### src/rtl/comalg_pkg.sv
// Shared com_alg definitions: sequencer opcodes, branch conditions, com_alg modes and
// sequencer state encodings.
package comalg_pkg;

    localparam logic [2:0] OP_EXEC  = 3'b000;
    localparam logic [2:0] OP_BR    = 3'b001;
    localparam logic [2:0] OP_LDCNT = 3'b010;
    localparam logic [2:0] OP_DJNZ  = 3'b011;
    localparam logic [2:0] OP_HALT  = 3'b111;

    localparam logic [1:0] COND_ALWAYS = 2'd0;
    localparam logic [1:0] COND_ZERO   = 2'd1;
    localparam logic [1:0] COND_CARRY  = 2'd2;
    localparam logic [1:0] COND_ODD    = 2'd3;

    // Bit positions inside the {odd, carry, zero} status vector
    localparam int unsigned STAT_ZERO  = 0;
    localparam int unsigned STAT_CARRY = 1;
    localparam int unsigned STAT_ODD   = 2;

    localparam logic [5:0] MODE_ADD  = 6'b000000;
    localparam logic [5:0] MODE_SUB  = 6'b000001;
    localparam logic [5:0] MODE_SHL  = 6'b000010;
    localparam logic [5:0] MODE_SHR  = 6'b000011;
    localparam logic [5:0] MODE_CMP  = 6'b000100;
    localparam logic [5:0] MODE_MOV  = 6'b000101;
    localparam logic [5:0] MODE_SET0 = 6'b000110;
    localparam logic [5:0] MODE_SET1 = 6'b000111;

    typedef enum logic [2:0] {
        StIdle,
        StFetch,
        StDecode,
        StIssue,
        StWait,
        StDone,
        StErr
    } seq_state_e;

    function automatic logic op_is_legal(input logic [2:0] op);
        return (op == OP_EXEC) || (op == OP_BR) || (op == OP_LDCNT) ||
               (op == OP_DJNZ) || (op == OP_HALT);
    endfunction

endpackage

### src/rtl/comalg_seq_dec.sv
// Combinational field decode of the registered sequencer instruction.
module comalg_seq_dec
    import comalg_pkg::*;
#(
    parameter int unsigned PC_W  = 5,
    parameter int unsigned CNT_W = 10
) (
    input  logic [15:0]      ir,
    output logic [2:0]       op,
    output logic [1:0]       cond,
    output logic             invert,
    output logic [PC_W-1:0]  target,
    output logic [CNT_W-1:0] count,
    output logic             illegal
);

    always_comb begin
        op      = ir[15:13];
        cond    = ir[12:11];
        invert  = ir[10];
        target  = ir[PC_W-1:0];
        count   = ir[CNT_W-1:0];
        illegal = !op_is_legal(ir[15:13]);
    end

endmodule

### src/rtl/comalg_seq.sv
// Micro-sequencer driving the com_alg command interface from an external program store.
// Optional watchdog on com_alg operations: define COMALG_SEQ_WDOG_EN.
module comalg_seq
    import comalg_pkg::*;
#(
    parameter int unsigned PC_W     = 5,
    parameter int unsigned CNT_W    = 10,
    parameter int unsigned WDOG_CYC = 1023
) (
    input  logic            clk,
    input  logic            reset,
    input  logic            seq_start,
    input  logic [7:0]      seq_wlen,
    output logic            seq_busy,
    output logic            seq_done,
    output logic            seq_error,
    output logic [PC_W-1:0] seq_pc,
    input  logic [15:0]     seq_instr,
    output logic [2:0]      seq_status,
    output logic [7:0]      comalg_wlen,
    output logic [5:0]      comalg_mode,
    output logic            comalg_start,
    input  logic            comalg_end,
    input  logic [2:0]      comalg_status
);

    seq_state_e       state_q, state_d;
    logic [PC_W-1:0]  pc_q, pc_d;
    logic [15:0]      ir_q, ir_d;
    logic [CNT_W-1:0] cnt_q, cnt_d;
    logic [7:0]       wlen_q, wlen_d;
    logic [5:0]       mode_q, mode_d;
    logic [2:0]       status_q, status_d;

    logic [2:0]       dec_op;
    logic [1:0]       dec_cond;
    logic             dec_invert;
    logic [PC_W-1:0]  dec_target;
    logic [CNT_W-1:0] dec_count;
    logic             dec_illegal;

    logic             flag_sel;
    logic             take_branch;
    logic             advance;
    logic             pc_last;

`ifdef COMALG_SEQ_WDOG_EN
    localparam int unsigned WdogW = $clog2(WDOG_CYC + 1);
    logic [WdogW-1:0] wdog_q, wdog_d;
    logic             wdog_expire;
    // wdog_q counts WAIT cycles from 0, so ERR lands WDOG_CYC cycles after the start pulse
    assign wdog_expire = (wdog_q == WdogW'(WDOG_CYC - 2));
`endif

    comalg_seq_dec #(
        .PC_W  (PC_W),
        .CNT_W (CNT_W)
    ) u_dec (
        .ir      (ir_q),
        .op      (dec_op),
        .cond    (dec_cond),
        .invert  (dec_invert),
        .target  (dec_target),
        .count   (dec_count),
        .illegal (dec_illegal)
    );

    assign pc_last = &pc_q;

    always_comb begin
        flag_sel = 1'b0;
        unique case (dec_cond)
            COND_ALWAYS: flag_sel = 1'b1;
            COND_ZERO:   flag_sel = status_q[STAT_ZERO];
            COND_CARRY:  flag_sel = status_q[STAT_CARRY];
            COND_ODD:    flag_sel = status_q[STAT_ODD];
        endcase
        take_branch = flag_sel ^ dec_invert;
    end

    always_comb begin
        state_d  = state_q;
        pc_d     = pc_q;
        ir_d     = ir_q;
        cnt_d    = cnt_q;
        wlen_d   = wlen_q;
        mode_d   = mode_q;
        status_d = status_q;
        advance  = 1'b0;
`ifdef COMALG_SEQ_WDOG_EN
        wdog_d   = wdog_q;
`endif

        case (state_q)
            StIdle, StErr: begin
                if (seq_start) begin
                    wlen_d   = seq_wlen;
                    status_d = '0;
                    if (seq_wlen == '0) begin
                        state_d = StErr;
                    end else begin
                        pc_d    = '0;
                        state_d = StFetch;
                    end
                end
            end
            StFetch: begin
                ir_d    = seq_instr;
                state_d = StDecode;
            end
            StDecode: begin
                if (dec_illegal) begin
                    state_d = StErr;
                end else begin
                    case (dec_op)
                        OP_EXEC: begin
                            mode_d  = ir_q[5:0];
                            state_d = StIssue;
                        end
                        OP_BR: begin
                            if (take_branch) begin
                                pc_d    = dec_target;
                                state_d = StFetch;
                            end else begin
                                advance = 1'b1;
                            end
                        end
                        OP_LDCNT: begin
                            cnt_d   = dec_count;
                            advance = 1'b1;
                        end
                        OP_DJNZ: begin
                            // A zero counter falls through without wrapping
                            if (cnt_q != '0) begin
                                cnt_d = cnt_q - 1'b1;
                                if (cnt_q != CNT_W'(1)) begin
                                    pc_d    = dec_target;
                                    state_d = StFetch;
                                end else begin
                                    advance = 1'b1;
                                end
                            end else begin
                                advance = 1'b1;
                            end
                        end
                        OP_HALT: state_d = StDone;
                        default: state_d = StErr;
                    endcase
                end
            end
            StIssue: begin
                state_d = StWait;
`ifdef COMALG_SEQ_WDOG_EN
                wdog_d  = '0;
`endif
            end
            StWait: begin
                if (comalg_end) begin
                    status_d = comalg_status;
                    advance  = 1'b1;
                end
`ifdef COMALG_SEQ_WDOG_EN
                else if (wdog_expire) begin
                    state_d = StErr;
                end else begin
                    wdog_d = wdog_q + 1'b1;
                end
`endif
            end
            StDone: state_d = StIdle;
            default: state_d = StIdle;
        endcase

        // Sequential fetch never wraps past the last program address
        if (advance) begin
            if (pc_last) begin
                state_d = StErr;
            end else begin
                pc_d    = pc_q + 1'b1;
                state_d = StFetch;
            end
        end
    end

    always_ff @(posedge clk or posedge reset) begin
        if (reset) begin
            state_q  <= StIdle;
            pc_q     <= '0;
            ir_q     <= '0;
            cnt_q    <= '0;
            wlen_q   <= '0;
            mode_q   <= '0;
            status_q <= '0;
        end else begin
            state_q  <= state_d;
            pc_q     <= pc_d;
            ir_q     <= ir_d;
            cnt_q    <= cnt_d;
            wlen_q   <= wlen_d;
            mode_q   <= mode_d;
            status_q <= status_d;
        end
    end

`ifdef COMALG_SEQ_WDOG_EN
    always_ff @(posedge clk or posedge reset) begin
        if (reset) begin
            wdog_q <= '0;
        end else begin
            wdog_q <= wdog_d;
        end
    end
`endif

    assign seq_busy     = (state_q == StFetch) || (state_q == StDecode) ||
                          (state_q == StIssue) || (state_q == StWait);
    assign seq_done     = (state_q == StDone);
    assign seq_error    = (state_q == StErr);
    assign seq_pc       = pc_q;
    assign seq_status   = status_q;
    assign comalg_wlen  = wlen_q;
    assign comalg_mode  = mode_q;
    assign comalg_start = (state_q == StIssue);

endmodule

### config.mk
export PLATFORM = sky130hd
export DESIGN_NAME = comalg_seq
export DESIGN_NICKNAME = d
export VERILOG_FILES = /design/src/rtl/comalg_pkg.sv /design/src/rtl/comalg_seq_dec.sv /design/src/rtl/comalg_seq.sv
export SDC_FILE = /design/constraint.sdc
export NUM_CORES = 1
export LEC_CHECK = 0
export BUFFER_PORTS_ARGS = -buffer_cell sky130_fd_sc_hd__buf_2
export CELL_PAD_IN_SITES_DETAIL_PLACEMENT = 1
export CELL_PAD_IN_SITES_GLOBAL_PLACEMENT = 1
export CORE_ASPECT_RATIO = 1.2
export CORE_MARGIN = 2
export CORE_UTILIZATION = 39
export CTS_BUF_LIST = sky130_fd_sc_hd__clkbuf_8
export DETAILED_ROUTE_END_ITERATION = 12
export PLACE_DENSITY_LB_ADDON = 0.1
export SLEW_MARGIN = 0
export SYNTH_ARGS = -nofsm -noshare
export SYNTH_HDL_FRONTEND = slang
export SYNTH_SLANG_ARGS = --single-unit
### constraint.sdc
create_clock -name clk -period 2.3 [get_ports clk]
set_clock_uncertainty 0.2 [all_clocks]
set_input_delay 0.115 -clock clk [delete_from_list [all_inputs] [get_ports clk]]
set_output_delay 0.115 -clock clk [all_outputs]
set_load 0.05 [all_outputs]
==> flow_metrics.tcl <==
set metrics [dict create \
    synth_top_family_by_area "simple AND/OR/NAND/NOR gates" \
    ys_seq_area_share_pct 45.4 \
    ant_nets 0 \
    grt_setup_unrepaired "false" \
    postRouteWirelength_um 8290 \
    yosysWarnings 0 \
    utilization_pct 56.9 \
    asyncSetResetFlopFracSynth_pct 100 \
    synth_nets 324 \
    timing_worst_slew_pin_value_ns 0.451 \
    global_route_wire_length_before_repair_um 14100 \
    instances_no_fill 497 \
    most-common-layout-cells "56 x buf_2, 49 x nand2_1, 47 x dfrtp_1" \
    worstPathCellList "or4_4, nor4_4, buf_4, nor3_2, o21ai_2, mux2_2" \
    flip_flop_cell_with_the_highest_count_after_synthesis "dfrtp_1" \
    report.final.slew_viol_count 0 \
    globalRoute.totalOverflow 0 \
    hold_path.class "in -> async" \
    finish.net_count 446 \
    critical_path.slowest_cell "or4_4" \
    master_cell_of_the_clock_root_buffer "clkbuf_8" \
    max-clock-path-buffers 2 \
    netlist_top_cells_area "dfrtp_1 45%, mux2_2 10%, nand2_1 6.5%, o21ai_0 4.1%, a21oi_1 2.3%" \
    setup_violations 0 \
    die_height_um 97.0 \
    power_density_nw_per_um2 1430 \
    slowest_delay_ns 0.57 \
    fill_cells 797 \
    max-vdd-ir-drop_uv 653 \
    cap_violations 0 \
    drt_drc_violations_left 0 \
    layout-area-overhead-vs-synth_pct 39.7 \
    port_buf_inserts 56 \
    regToRegSetupSlack_ns 0.11 \
    drt_iter0_markers 82 \
    postLayoutSetupSlackWorst_ns 0.107 \
    synthDominantCellAreaShare_pct 45.4 \
    outcome "completed" \
    timing.critical_path.from_type "register" \
    initial_core_util_pct 40.8 \
    synth_area_leader_cell "dfrtp_1" \
    pre_cts_slack_ns -0.156 \
    yosys.area_share.simple_pct 22.3 \
    synth_cells 288 \
    critPathArrivalTime_ns 2.18 \
    clock_insertion_delay_worst_skew_ns 0.30 \
    cts_tree "yes" \
    clock_period_minus_final_worst_setup_slack_ns 2.19 \
    rows 33 \
    detailroute.via_count 2629 \
    core_area_sq_um 6900 \
    maximum_number_of_pins_on_one_net_before_global_route_repair 28 \
    synth_enable_flop_cells 0 \
    uppermost_layer_routed "met4" \
    synth_adder_area_share_pct 2.23 \
    detailroute.wirelength.met3_um 199 \
    cp_data_required_time_ns 2.29 \
    number_of_global_route_vias_before_repair 2869 \
    overall_die_area_sq_um 7910 \
    drt-vias-per-instance 5.29 \
    layout_cells_sized_above_1_pct 39.8 \
    dp.final_hpwl_um 5980 \
    worst_slew_margin_rel_pct 69.8 \
    htreeDepth 2 \
    drt-pass1-iter-count 4 \
    flops_latches_synth 51 \
    place.detailed.instances 456 \
    total_cts_buffers 5 \
    layout_commonest_cell "buf_2" \
    synth-compound-area-share_pct 13.5 \
    route.detailed.wl_per_inst_um 16.7 \
    grt.total_usage_pct 22.8 \
    clock_sinks 51 \
    clk_pin_slew_worst_paths_ns 0.09 \
    n_antenna_cell 0 \
    leakagePower_nw 1.83 \
    met2_wirelength_um 4380 \
    timing_hold_violations_final 0 \
    min_period_over_period_pct 95.3 \
    met1Wirelength_um 3560 \
    ioPinCount 57 \
    netlist_area_before_placement_sq_um 2810 \
    place_congestion 0.795 \
    grt_antenna_before_repair 0 \
    criticalPathCategory "reg -> reg" \
    max_freq_ghz 0.456 \
    synthMuxAreaShare_pct 12.1 \
    path_buf_inv 1 \
    post_synth.cell_area_avg_sq_um 9.76 \
    end_kind "register" \
    worstPathMaxFanout 3 \
    synth_cell_types 52 \
    die-width_um 81.5 \
    critical-path-top-delay-family "simple AND/OR/NAND/NOR gates" \
    post_synth_xor_area_fraction_pct 0.623 \
]
==> per-stage QoR <==
stage               instance area [sq um]  power, mW  TNS, ns  hold slack, ns
floorplan                            2810       3.76        0          0.0204
global placement                     3400       4.66  -0.0234          -0.165
detailed placement                   3400       4.77   -0.486          -0.157
CTS                                  3840       5.50  -0.0534          0.0575
global route                         3930       6.02        0          0.0949
finish                               3930       5.61        0          0.0741
==> path summary, 6_finish.rpt <==
path | startpoint | endpoint | cells after the start
setup / recovery | cnt_q[5]$_DFFE_PP0P_ | state_q[1]$_DFFE_PP0P_ | 6
hold / removal | reset | ir_q[11]$_DFFE_PP0P_ | 3
setup reg to reg | cnt_q[5]$_DFFE_PP0P_ | state_q[1]$_DFFE_PP0P_ | 6
hold reg to reg | comalg_wlen[7]$_DFFE_PP0P_ | comalg_wlen[7]$_DFFE_PP0P_ | 2
max in group asynchronous | reset | ir_q[4]$_DFFE_PP0P_ | 4
min in group clk | comalg_end | seq_status[2]$_DFFE_PP0P_ | 4
==> power breakdown <==
part	leakage, nW	switching [mW]	internal [mW]
clock	0.0554	0.289	0.315
combinational	1.14	1.96	1.35
sequential	0.629	0.377	1.32
total	1.83	2.63	2.98
==> cells in the mapped netlist, types with 2 or more instances <==
cell       n
a21oi_1   13
nor2b_1    2
ha_1       5
nor3b_1    2
and2b_2    2
nand3_1   10
nor4bb_1   2
clkbuf_1   7
or3_1      5
a22oi_1    4
a211o_1    2
nand3b_1   4
nor4_1     3
mux2i_1    6
buf_6      2
and2_1     2
mux2_2    25
inv_1      6
a31oi_1    2
clkbuf_8   2
and3_1     2
nand2_1   49
buf_2      2
dfrtp_1   51
nor3_1    10
o21ai_0   23
nand2b_1   3
o211ai_1   3
nor2_1    16
==> area by class of cell <==
class,instances,area (sq um),area share (%)
Inverter,6,22.5,0.574
Clock buffer,5,68.8,1.75
Tap cell,87,109,2.77
Timing Repair Buffer,128,891,22.7
Sequential cell,51,1280,32.6
Clock inverter,2,33.8,0.860
Multi-Input combinational cell,218,1520,38.7
==> metal layers <==
layer,vias to the layer above,track usage (%)
li1,1263,-
met1,1315,28.2
met2,39,41.0
met3,12,2.61
met4,0,6.13
met5,-,0
==> worst reg2reg max path, stage by stage (launching register included) <==
cell     delay (ns)
dfrtp_1        0.39
or4_4          0.57
nor4_4         0.17
buf_4          0.18
nor3_2         0.05
o21ai_2        0.18
mux2_2         0.35
==> logic make-up after synthesis <==
kind of cell	Yosys count
and+or+nand+nor	121
AOI/OAI and AO/OA	59
DFF	51
muxes	31
buffers and inverters	19
adders and majority gates	5
xor gates and xnor gates	2
==> timing repair <==
action | 4_1_cts | 5_1_grt
gates resized for setup | 7 | 17
endpoints found under the hold margin | 78 | 0
setup endpoints to repair | 8 | 17
hold buffers | 28 | 0
setup buffers | 4 | 3
pin swaps | 3 | 6
==> registers in the layout (all words and copies together), names as in the netlist <==
name         count
ir_q            16
cnt_q           10
comalg_wlen      8
comalg_mode      6
seq_pc           5
seq_status       3
state_q          3
Power figures use the tool's default switching activity.
